===== src/rtl/logic_cmp_pipe.sv =====
// Two-stage pipelined logic/shift/compare unit with a valid/ready handshake on both sides.
// Optional sticky flag accumulators are enabled by defining LOGIC_CMP_STICKY_EN.
module logic_cmp_pipe #(
  parameter int WIDTH = 16,
  parameter int SHW   = $clog2(WIDTH)
) (
  input  logic             clk,
  input  logic             rst,
  input  logic             in_valid,
  output logic             in_ready,
  input  logic [WIDTH-1:0] op1,
  input  logic [WIDTH-1:0] op2,
  input  logic [3:0]       Logic_opcode,
  input  logic             cmp_signed,
  output logic             out_valid,
  input  logic             out_ready,
  output logic [WIDTH-1:0] Logic_Out,
  output logic             Logic_za,
  output logic             Logic_zb,
  output logic             Logic_eq,
  output logic             Logic_gt,
  output logic             Logic_lt,
  output logic             Logic_zr,
  output logic             Logic_ill
`ifdef LOGIC_CMP_STICKY_EN
  ,
  input  logic             flag_clr,
  output logic             sticky_eq,
  output logic             sticky_gt,
  output logic             sticky_lt,
  output logic             sticky_ill
`endif
);

  localparam logic [3:0] OP_AND  = 4'b0100;
  localparam logic [3:0] OP_OR   = 4'b0101;
  localparam logic [3:0] OP_NOR  = 4'b0110;
  localparam logic [3:0] OP_NOT1 = 4'b0111;
  localparam logic [3:0] OP_NOT2 = 4'b1000;
  localparam logic [3:0] OP_XOR  = 4'b1001;
  localparam logic [3:0] OP_XNOR = 4'b1010;
  localparam logic [3:0] OP_SHL  = 4'b1011;
  localparam logic [3:0] OP_SHR  = 4'b1100;
  localparam logic [3:0] OP_SRA  = 4'b1101;

  // Handshake: a transfer happens on a rising edge where valid & ready are both high.
  // Valid never depends on ready; in_ready depends combinationally only on out_ready.
  logic             s1_valid;
  logic [WIDTH-1:0] s1_op1;
  logic [WIDTH-1:0] s1_op2;
  logic [3:0]       s1_opc;
  logic             s1_signed;

  logic             s2_adv;
  logic             accept;

  assign s2_adv   = !out_valid || out_ready;
  assign in_ready = !s1_valid || s2_adv;
  assign accept   = in_valid && in_ready;

  // Stage-2 next values computed from the stage-1 registers
  logic [WIDTH-1:0] res;
  logic [SHW-1:0]   shamt;
  logic             ill_n;
  logic             za_n;
  logic             zb_n;
  logic             eq_n;
  logic             gt_n;
  logic             lt_n;
  logic             zr_n;

  assign shamt = s1_op2[SHW-1:0];

  always_comb begin
    res   = '0;
    ill_n = 1'b0;
    case (s1_opc)
      OP_AND:  res = s1_op1 & s1_op2;
      OP_OR:   res = s1_op1 | s1_op2;
      OP_NOR:  res = ~(s1_op1 | s1_op2);
      OP_NOT1: res = ~s1_op1;
      OP_NOT2: res = ~s1_op2;
      OP_XOR:  res = s1_op1 ^ s1_op2;
      OP_XNOR: res = ~(s1_op1 ^ s1_op2);
      OP_SHL:  res = s1_op1 << shamt;
      OP_SHR:  res = s1_op1 >> shamt;
      OP_SRA:  res = WIDTH'($signed(s1_op1) >>> shamt);
      default: begin
        res   = '0;
        ill_n = 1'b1;
      end
    endcase
  end

  always_comb begin
    za_n = (s1_op1 == '0);
    zb_n = (s1_op2 == '0);
    eq_n = (s1_op1 == s1_op2);
    zr_n = (res == '0);
    if (s1_signed) begin
      gt_n = ($signed(s1_op1) > $signed(s1_op2));
      lt_n = ($signed(s1_op1) < $signed(s1_op2));
    end else begin
      gt_n = (s1_op1 > s1_op2);
      lt_n = (s1_op1 < s1_op2);
    end
  end

  always_ff @(posedge clk) begin
    if (rst) begin
      s1_valid  <= 1'b0;
      s1_op1    <= '0;
      s1_op2    <= '0;
      s1_opc    <= '0;
      s1_signed <= 1'b0;
    end else begin
      if (accept) begin
        s1_valid  <= 1'b1;
        s1_op1    <= op1;
        s1_op2    <= op2;
        s1_opc    <= Logic_opcode;
        s1_signed <= cmp_signed;
      end else if (s2_adv) begin
        s1_valid <= 1'b0;
      end
    end
  end

  // Output registers only load on a real transfer so they hold while idle or stalled
  always_ff @(posedge clk) begin
    if (rst) begin
      out_valid <= 1'b0;
      Logic_Out <= '0;
      Logic_za  <= 1'b0;
      Logic_zb  <= 1'b0;
      Logic_eq  <= 1'b0;
      Logic_gt  <= 1'b0;
      Logic_lt  <= 1'b0;
      Logic_zr  <= 1'b0;
      Logic_ill <= 1'b0;
    end else if (s2_adv) begin
      out_valid <= s1_valid;
      if (s1_valid) begin
        Logic_Out <= res;
        Logic_za  <= za_n;
        Logic_zb  <= zb_n;
        Logic_eq  <= eq_n;
        Logic_gt  <= gt_n;
        Logic_lt  <= lt_n;
        Logic_zr  <= zr_n;
        Logic_ill <= ill_n;
      end
    end
  end

`ifdef LOGIC_CMP_STICKY_EN
  logic out_hs;
  assign out_hs = out_valid && out_ready;

  // A clear wipes history, but the flags of a same-cycle handshake still land
  always_ff @(posedge clk) begin
    if (rst) begin
      sticky_eq  <= 1'b0;
      sticky_gt  <= 1'b0;
      sticky_lt  <= 1'b0;
      sticky_ill <= 1'b0;
    end else begin
      sticky_eq  <= (sticky_eq  && !flag_clr) || (out_hs && Logic_eq);
      sticky_gt  <= (sticky_gt  && !flag_clr) || (out_hs && Logic_gt);
      sticky_lt  <= (sticky_lt  && !flag_clr) || (out_hs && Logic_lt);
      sticky_ill <= (sticky_ill && !flag_clr) || (out_hs && Logic_ill);
    end
  end
`endif

endmodule


===== config.mk =====
export PLATFORM = sky130hd
export DESIGN_NAME = logic_cmp_pipe
export DESIGN_NICKNAME = d
export VERILOG_FILES = /design/src/rtl/logic_cmp_pipe.sv
export SDC_FILE = /design/constraint.sdc
export NUM_CORES = 1
export LEC_CHECK = 0
export ABC_AREA = 1
export CAP_MARGIN = 20
export CORE_ASPECT_RATIO = 1.1
export CORE_MARGIN = 2
export CORE_UTILIZATION = 50
export CTS_CLUSTER_SIZE = 8
export DETAILED_ROUTE_END_ITERATION = 10
export PLACE_DENSITY = 0.86
export SYNTH_ARGS = -nofsm -noshare
export SYNTH_HDL_FRONTEND = slang
export SYNTH_SLANG_ARGS = --single-unit

===== constraint.sdc =====
create_clock -name clk -period 2.09 [get_ports clk]
set_input_delay 0.3135 -clock clk [delete_from_list [all_inputs] [get_ports clk]]
set_output_delay 0.3135 -clock clk [all_outputs]
set_load 0.02 [all_outputs]

==> summary.json, run 1 <==
{
  "sta": {
    "layout_min_cycle_time_ns": 2.07,
    "fin_tns_setup_ns": 0,
    "fin_crit_sh": 0.992,
    "finalHoldViolations": 0,
    "finalMaxSlewViolations": 0,
    "timing.max_slew.rel_slack": 0.623,
    "final.setup_skew_ns": 0.00740,
    "setup_viol": 0,
    "timing_worst_slew_pin_value_ns": 0.560,
    "fmax_ghz": 0.482
  },
  "setup_path": {
    "critical_path_required_ns": 2.36,
    "path_max_fanout": 11,
    "end_kind": "flop",
    "critical_path.startpoint_type": "flop",
    "r2r_cells": 15,
    "cp_slowest_stage_delay_ns": 0.37,
    "timing.critical_path.cells": "inv_1 -> buf_4 -> nor2_2 -> buf_4 -> nand3b_1 -> nand2_1 -> nor2_1 -> nand2_1 -> nor2_2 -> nand3_1 -> nor2_2 -> nand2_1 -> nor2_1 -> nand3_1 -> a21oi_1",
    "arrival_ns": 2.34,
    "cp_slowest_cell": "dfxtp_4",
    "worst-setup-path-type": "flop to flop"
  },
  "final_layout": {
    "areaGrowthSynthToFinish_pct": 35.3,
    "num_antenna_cells": 0,
    "final_layout_size_suffix_gt1_frac": 0.159,
    "utilization": 0.689,
    "final_net_count": 1176,
    "n_fill_cell": 947,
    "sequential_standard_cell_area_um2": 1250,
    "final_cells": 1237,
    "area_of_the_multi_input_gates_um2": 3870
  },
  "die": {
    "initial_core_util": 0.509,
    "placement_rows": 40,
    "core_region_area_um2": 10900,
    "fp.dieW_um": 104,
    "die_h_um": 114,
    "io_pins": 66,
    "die_area_um2": 11900
  },
  "clock_tree": {
    "htree_num_levels": 3,
    "clock_tree.buffer_depth": 2,
    "number_of_buffers_inserted_for_hold_repair_after_clock_tree_synthesis": 0,
    "insertion_delay_ns": 0.34,
    "root_buffer": "clkbuf_16",
    "numCtsBuffers": 9,
    "tritoncts": "yes",
    "total_clock_sinks": 62,
    "clkTransAtPathRegs_ns": 0.06
  },
  "routing": {
    "pre_antenna_drt_iters": 6,
    "post-route-drc-count": 0,
    "initialDrtViolationCount": 774,
    "post_drt_via_cell_ratio": 5.83,
    "antenna_left": 0,
    "totalWireLength_mm": 21.2,
    "wire_per_inst_um": 17.1,
    "num_vias": 7213
  },
  "synthesis": {
    "syn_area_per_cell_um2": 5.85,
    "number_of_synthesized_register_bits": 62,
    "ys_types": 29,
    "synthesis.area_um2": 5530,
    "synth.yosys.seq_area_share": 0.225,
    "ys_async_sr_fraction": 0,
    "ys.flop_type": "dfxtp_1",
    "netlist_instances": 945,
    "ys.warnings.count": 0,
    "postSynthNetCount": 1036,
    "synth-edff-count": 0
  },
  "grt": {
    "grt_pass1_wl_mm": 33.1,
    "grt_antenna_before_repair": 0,
    "global_route.overflow_total": 0,
    "grt_resource_usage_total": 0.349,
    "grt_start_max_net_pins": 58,
    "grt_pass1_vias": 6719
  },
  "placement": {
    "place.gp.congestion": 1.03,
    "numPlacedInstances": 1219,
    "port_buffers": 65,
    "hpwlAfterDp_mm": 15.9
  },
  "pwr": {
    "power_density_nw_per_um2": 594,
    "static-leakage-power_nw": 3.72,
    "max-vdd-ir-drop_uv": 567
  },
  "run": {
    "drv_cap": 0
  },
  "run_status": {
    "run_status": "completed"
  },
  "worst_hold_path": {
    "hold_class": "flop to flop",
    "min_delay_path_depth": 2
  }
}
-- worst max-delay path, delay by kind of cell, from the launching register on --
kind	cells	cell delay, ns
DFF	1	0.37
buffers and inverters	3	0.40
and+or+nand+nor	11	1.11
AOI/OAI and AO/OA	1	0.12
-- timing repair --
| action | 4_1_cts | 5_1_grt |
|---|---|---|
| endpoints found under the setup margin | 3 | 10 |
| resized for setup | 5 | 42 |
| pin swaps | 0 | 8 |
| buffers inserted | 0 | 2 |
-- path summary, 6_finish.rpt --
kind                           end  slack, ns                    from
max          Logic_zr$_SDFFE_PP0P_       0.02  s1_opc[2]$_SDFFE_PP0P_
min          Logic_zb$_SDFFE_PP0P_       0.48   Logic_zb$_SDFFE_PP0P_
max reg2reg  Logic_zr$_SDFFE_PP0P_       0.02  s1_opc[2]$_SDFFE_PP0P_
min reg2reg  Logic_zb$_SDFFE_PP0P_       0.48   Logic_zb$_SDFFE_PP0P_
-- logic make-up (layout without fill, tap and decap cells) --
family                   count (synthesis)  after routing  synth area share
buffers and inverters                  139            284             0.101
AO/OA/AOI/OAI                          161            161             0.154
flip-flops                              62             62             0.225
AND/OR/NAND/NOR                        533            533             0.407
adder cells (fa/ha/maj)                 50             50             0.113
-- area by class of cell --
cell class | count | area share
multi-input combinational | 744 | 0.518
timing repair buffer | 172 | 0.201
sequential | 62 | 0.168
inverter | 96 | 0.0485
clock buffer | 11 | 0.0325
tap | 147 | 0.0246
clock inverter | 5 | 0.00753
-- Yosys cell counts, drive strengths merged, types with 5 or more instances --
master / count / area (um^2)
a21oi: 70 / 350
buf: 19 / 108
clkbuf: 24 / 90.1
dfxtp: 62 / 1240
ha: 50 / 626
inv: 96 / 360
nand2: 260 / 981
nand3: 135 / 676
nand4: 10 / 62.6
nor2: 115 / 449
nor3: 5 / 25.0
o211ai: 12 / 90.1
o21ai: 70 / 350
o22ai: 5 / 31.3
-- stage by stage --
| stage | setup slack, ns | cell area [um^2] | total power [W] | hold WS [ns] |
|---|---|---|---|---|
| after floorplan | 0.0582 | 5530 | 0.00217 | 0.451 |
| after CTS | 0.00113 | 7320 | 0.00433 | 0.476 |
| after detailed placement | -0.0534 | 7010 | 0.00280 | 0.467 |
| after global routing | -0.0293 | 7480 | 0.00462 | 0.494 |
| after global placement | 0.0113 | 7010 | 0.00278 | 0.463 |
| final | 0.0173 | 7480 | 0.00444 | 0.476 |
-- metal layers --
metal	global-route usage	share of wire	up-vias
met5	0	0	-
met3	0.0637	0.10	128
met4	0.212	0.061	0
li1	-	-	3373
met2	0.588	0.46	486
met1	0.416	0.38	3226
-- power by group --
| group | internal, W | switching, W | leakage [nW] | total, W |
|---|---|---|---|---|
| registers | 0.00127 | 0.0000677 | 0.516 | 0.00134 |
| logic | 0.000628 | 0.000944 | 3.06 | 0.00157 |
| clock network | 0.000956 | 0.000578 | 0.146 | 0.00153 |
-- cell usage in the layout (no fill, tap or decap), types with 7 or more instances in the layout --
cell type,Yosys,final
inv_1,93,90
nand3_1,135,132
o211ai_1,12,12
dfxtp_1,62,54
o21ai_0,68,67
clkdlybuf4s50_1,0,65
buf_4,1,103
clkbuf_16,0,9
dfxtp_2,0,7
a21oi_1,70,66
nor2_1,108,96
ha_1,50,47
nand4_1,10,10
nor2_2,7,15
nand2_1,258,254
-- state kept, by name, summed over array words and instances, names as in the netlist --
signal	flops
s1_valid	1
out_valid	1
Logic_zr	1
Logic_zb	1
s1_op2	16
Logic_Out	16
Logic_lt	1
Logic_gt	1
s1_signed	1
s1_opc	4
Logic_ill	1
Logic_za	1
Logic_eq	1
s1_op1	16
Power figures use the tool's default switching activity.
==> run 2: changes to the inputs <==
--- a/config.mk
+++ b/config.mk
@@ -8,7 +8,7 @@
 export ABC_AREA = 1
 export CAP_MARGIN = 20
 export CORE_ASPECT_RATIO = 1.1
-export CORE_MARGIN = 2
+export CORE_MARGIN = 5
 export CORE_UTILIZATION = 50
 export CTS_CLUSTER_SIZE = 8
 export DETAILED_ROUTE_END_ITERATION = 10
==> run 2 against run 1 <==
Against the previous run:
- cell count about the same
- setup slack improved by 0.027 ns
- flip-flop and latch count is the same
- register-to-register slack gained 0.03 ns
- clock power down 7%
- sequential power barely moved
- combinational power hardly changed
- sequential share of layout area barely moved
- routed wire length rose by 4.0%
- first-iteration DRC count increased by 5.3%
- clock skew is essentially flat
- critical path type unchanged
- critical endpoint unchanged
- largest cell class unchanged
==> summary.json, run 2 (synthesis gave the netlist of run 1 again) <==
{
  "run_status": {
    "run_status": {"value": "completed", "change": "unchanged"}
  },
  "grt": {
    "grt_util_met2": {"value": 0.539, "change": "was 0.588"},
    "grt_antenna_before_repair": {"value": 0, "change": "unchanged"},
    "groute.layer.met1.usage": {"value": 0.408, "change": "was 0.416"},
    "layer_with_the_highest_usage": {"value": "met2", "change": "unchanged"},
    "grt_pass1_wl": {"value": 34.0, "unit": "mm", "change": "was 33.1 mm"},
    "globalRouteMet3Util": {"value": 0.0587, "change": "was 0.0637"},
    "grt_resource_usage_total": {"value": 0.331, "change": "was 0.349"},
    "grt_start_max_net_pins": {"value": 58, "change": "unchanged"},
    "global_route.overflow_total": {"value": 0, "change": "unchanged"},
    "grt_pass1_vias": {"value": 6695, "change": "was 6719"}
  },
  "final_layout": {
    "layout_commonest_cell": {"value": "nand2_1", "change": "unchanged"},
    "layout.cells.most_common_list": {"value": "251 x nand2_1, 132 x nand3_1, 104 x buf_4, 96 x nor2_1, 91 x inv_1", "change": "was 254 x nand2_1, 132 x nand3_1, 103 x buf_4, 96 x nor2_1, 90 x inv_1"},
    "num_antenna_cells": {"value": 0, "change": "unchanged"},
    "final_cells": {"value": 1238, "change": "was 1237"},
    "n_fill_cell": {"value": 994, "change": "was 947"},
    "largest_registers": {"value": "Logic_Out x16, s1_op1 x16, s1_op2 x16", "change": "unchanged"},
    "utilization": {"value": 0.687, "change": "was 0.689"},
    "final_net_count": {"value": 1177, "change": "was 1176"},
    "final_layout_size_suffix_gt1_frac": {"value": 0.162, "change": "was 0.159"},
    "areaGrowthSynthToFinish": {"value": 35.1, "unit": "%", "change": "was 35.3%"}
  },
  "sta": {
    "layout_min_cycle_time": {"value": 2.05, "unit": "ns", "change": "was 2.07 ns"},
    "timing_worst_slew_pin_value": {"value": 0.604, "unit": "ns", "change": "was 0.560 ns"},
    "timing.max_slew.rel_slack": {"value": 0.593, "change": "was 0.623"},
    "final.setup_skew": {"value": 0.00741, "unit": "ns", "change": "was 0.00740 ns"},
    "finalMaxSlewViolations": {"value": 0, "change": "unchanged"},
    "finalHoldViolations": {"value": 0, "change": "unchanged"},
    "grt_setup_unrepaired": "yes",
    "fmax": {"value": 0.489, "unit": "GHz", "change": "was 0.482 GHz"},
    "setup_viol": {"value": 0, "change": "unchanged"},
    "fin_crit_sh": {"value": 0.979, "change": "was 0.992"}
  },
  "routing": {
    "initialDrtViolationCount": {"value": 815, "change": "was 774"},
    "wire_per_inst": {"value": 17.8, "unit": "um", "change": "was 17.1 um"},
    "post-route-drc-count": {"value": 0, "change": "unchanged"},
    "num_vias": {"value": 7126, "change": "was 7213"},
    "totalWireLength": {"value": 22.0, "unit": "mm", "change": "was 21.2 mm"},
    "post_drt_via_cell_ratio": {"value": 5.76, "change": "was 5.83"},
    "pre_antenna_drt_iters": {"value": 6, "change": "unchanged"},
    "antenna_left": {"value": 0, "change": "unchanged"}
  },
  "die": {
    "io_pins": {"value": 66, "change": "unchanged"},
    "die_area": {"value": 13300, "unit": "um^2", "change": "was 11900 um^2"},
    "core_region_area": {"value": 10900, "unit": "um^2", "change": "unchanged"},
    "fp.dieW": {"value": 110, "unit": "um", "change": "was 104 um"},
    "placement_rows": {"value": 40, "change": "unchanged"},
    "initial_core_util": {"value": 0.509, "change": "unchanged"},
    "die_h": {"value": 120, "unit": "um", "change": "was 114 um"}
  },
  "clock_tree": {
    "insertion_delay": {"value": 0.34, "unit": "ns", "change": "about the same"},
    "root_buffer": {"value": "clkbuf_16", "change": "unchanged"},
    "tritoncts": {"value": "yes", "change": "unchanged"},
    "clkTransAtPathRegs": {"value": 0.06, "unit": "ns", "change": "about the same"},
    "total_clock_sinks": {"value": 62, "change": "unchanged"},
    "clock_tree.buffer_depth": {"value": 2, "change": "unchanged"},
    "htree_num_levels": {"value": 3, "change": "unchanged"},
    "numCtsBuffers": {"value": 9, "change": "unchanged"},
    "number_of_buffers_inserted_for_hold_repair_after_clock_tree_synthesis": {"value": 0, "change": "unchanged"}
  },
  "setup_path": {
    "crit_end": {"value": "Logic_zr$_SDFFE_PP0P_", "change": "unchanged"},
    "r2r-end": {"value": "Logic_zr$_SDFFE_PP0P_", "change": "unchanged"},
    "end_kind": {"value": "flop", "change": "unchanged"},
    "r2r_cells": {"value": 11, "change": "was 15"},
    "reg2reg_setup_slack": {"value": 0.04, "unit": "ns", "change": "was 0.02 ns"},
    "worst-setup-path-type": {"value": "flop to flop", "change": "unchanged"},
    "path_max_fanout": {"value": 4, "change": "was 11"},
    "cp_slowest_stage_delay": {"value": 0.45, "unit": "ns", "change": "was 0.37 ns"},
    "critical_path_required": {"value": 2.36, "unit": "ns", "change": "about the same"},
    "cp.buffers_inverters": {"value": 2, "change": "was 3"},
    "crit_cells": {"value": 11, "change": "was 15"},
    "cp_slowest_cell": {"value": "dfxtp_1", "change": "was dfxtp_4"},
    "critPathTopFamily": {"value": "simple AND/OR/NAND/NOR gates", "change": "unchanged"},
    "worstReg2RegStart": {"value": "s1_op2[5]$_SDFFE_PP0P_", "change": "was s1_opc[2]$_SDFFE_PP0P_"},
    "critical_path.startpoint_type": {"value": "flop", "change": "unchanged"},
    "timing.critical_path.cells": {"value": "inv_1 -> ha_1 -> inv_1 -> o22ai_1 -> nor2_1 -> nand2_1 -> a21oi_1 -> nand2_1 -> nor2_1 -> nand3_1 -> a21oi_1", "change": "was inv_1 -> buf_4 -> nor2_2 -> buf_4 -> nand3b_1 -> nand2_1 -> nor2_1 -> nand2_1 -> nor2_2 -> nand3_1 -> nor2_2 -> nand2_1 -> nor2_1 -> nand3_1 -> a21oi_1"},
    "setup.worst_path.start": {"value": "s1_op2[5]$_SDFFE_PP0P_", "change": "was s1_opc[2]$_SDFFE_PP0P_"},
    "arrival": {"value": 2.32, "unit": "ns", "change": "was 2.34 ns"}
  },
  "pwr": {
    "max-vdd-ir-drop": {"value": 449, "unit": "uV", "change": "was 567 uV"},
    "power_density": {"value": 582, "unit": "nW/um^2", "change": "was 594 nW/um^2"},
    "power_switching_share": {"value": 0.369, "change": "was 0.358"},
    "intPower": {"value": 0.00274, "unit": "W", "change": "was 0.00285 W"},
    "p_seq_frac": {"value": 0.308, "change": "was 0.301"},
    "switching_power": {"value": 0.00160, "unit": "W", "change": "was 0.00159 W"},
    "p_comb_frac": {"value": 0.365, "change": "was 0.354"},
    "power_frac_clock": {"value": 0.327, "change": "was 0.345"},
    "static-leakage-power": {"value": 3.72, "unit": "nW", "change": "about the same"}
  },
  "worst_hold_path": {
    "hold_class": {"value": "flop to flop", "change": "unchanged"}
  },
  "placement": {
    "hpwlAfterDp": {"value": 16.9, "unit": "mm", "change": "was 15.9 mm"},
    "place.gp.congestion": {"value": 1.08, "change": "was 1.03"},
    "numPlacedInstances": {"value": 1221, "change": "was 1219"},
    "port_buffers": {"value": 65, "change": "unchanged"}
  },
  "run": {
    "drv_cap": {"value": 0, "change": "unchanged"}
  }
}
## run 2: cell count changes in the layout (fill, tap and decap cells not counted), sizes merged
cell / before / now
clkinvlp: 1 / 2
buf: 107 / 108
bufinv: 1 / 0
## run 2: tightest hold or removal path, stage by stage, from the launching register on
cell     delay [ns]
dfxtp_1        0.31
nand2_1        0.06
a21oi_1        0.05
## run 2: worst min path at each step
stage                                     start                      to  slack, ns  cells past startpoint
after floorplan           s1_valid$_SDFFE_PP0P_  out_valid$_SDFFE_PP0P_       0.45                      2
after global placement    Logic_zb$_SDFFE_PP0P_   Logic_zb$_SDFFE_PP0P_       0.46                      2
after detailed placement  Logic_zb$_SDFFE_PP0P_   Logic_zb$_SDFFE_PP0P_       0.46                      2
after CTS                 Logic_zb$_SDFFE_PP0P_   Logic_zb$_SDFFE_PP0P_       0.46                      2
after global routing      Logic_zb$_SDFFE_PP0P_   Logic_zb$_SDFFE_PP0P_       0.50                      2
final                     Logic_zb$_SDFFE_PP0P_   Logic_zb$_SDFFE_PP0P_       0.47                      2
## run 2: final cells by class
class	count	area (um^2)	area share
clock buffer	11	243	0.0325
clock inverter	5	33.8	0.00453
inverter	96	363	0.0486
multi-input combinational	744	3870	0.519
sequential	62	1250	0.168
tap	147	184	0.0246
timing repair buffer	173	1510	0.203
## run 2: repair_timing
item,CTS,global route
endpoints found under the hold margin,0,0
gates resized for setup,3,44
endpoints found under the setup margin,2,12
pin swaps,0,5
buffers inserted,0,1
## run 2: metrics by stage
step | total power [W] | TNS (ns) | hold WS [ns] | setup slack, ns | cell area (um^2)
2_1_floorplan | 0.00217 | 0 | 0.451 | 0.0582 | 5530
4_1_cts | 0.00425 | 0 | 0.465 | 0.0125 | 7310
6_report | 0.00434 | 0 | 0.468 | 0.0447 | 7460
3_3_place_gp | 0.00283 | -0.232 | 0.457 | -0.139 | 7020
5_1_grt | 0.00454 | -0.0937 | 0.500 | -0.0764 | 7460
3_5_place_dp | 0.00284 | -0.294 | 0.456 | -0.146 | 7020
## run 2: power groups by stage
stage                     clock [W]  combinational (W)  sequential (W)
after global routing        0.00147            0.00172         0.00135
after floorplan                   0           0.000768         0.00140
after global placement            0            0.00147         0.00135
after detailed placement          0            0.00148         0.00136
final                       0.00142            0.00158         0.00134
after CTS                   0.00142            0.00150         0.00133
## run 2: layer usage
layer  up-vias  wire length, um
met3       122             1980
met5         -                0
met2       451            10300
met1      3175             8390
met4         0             1380
li1       3378                -
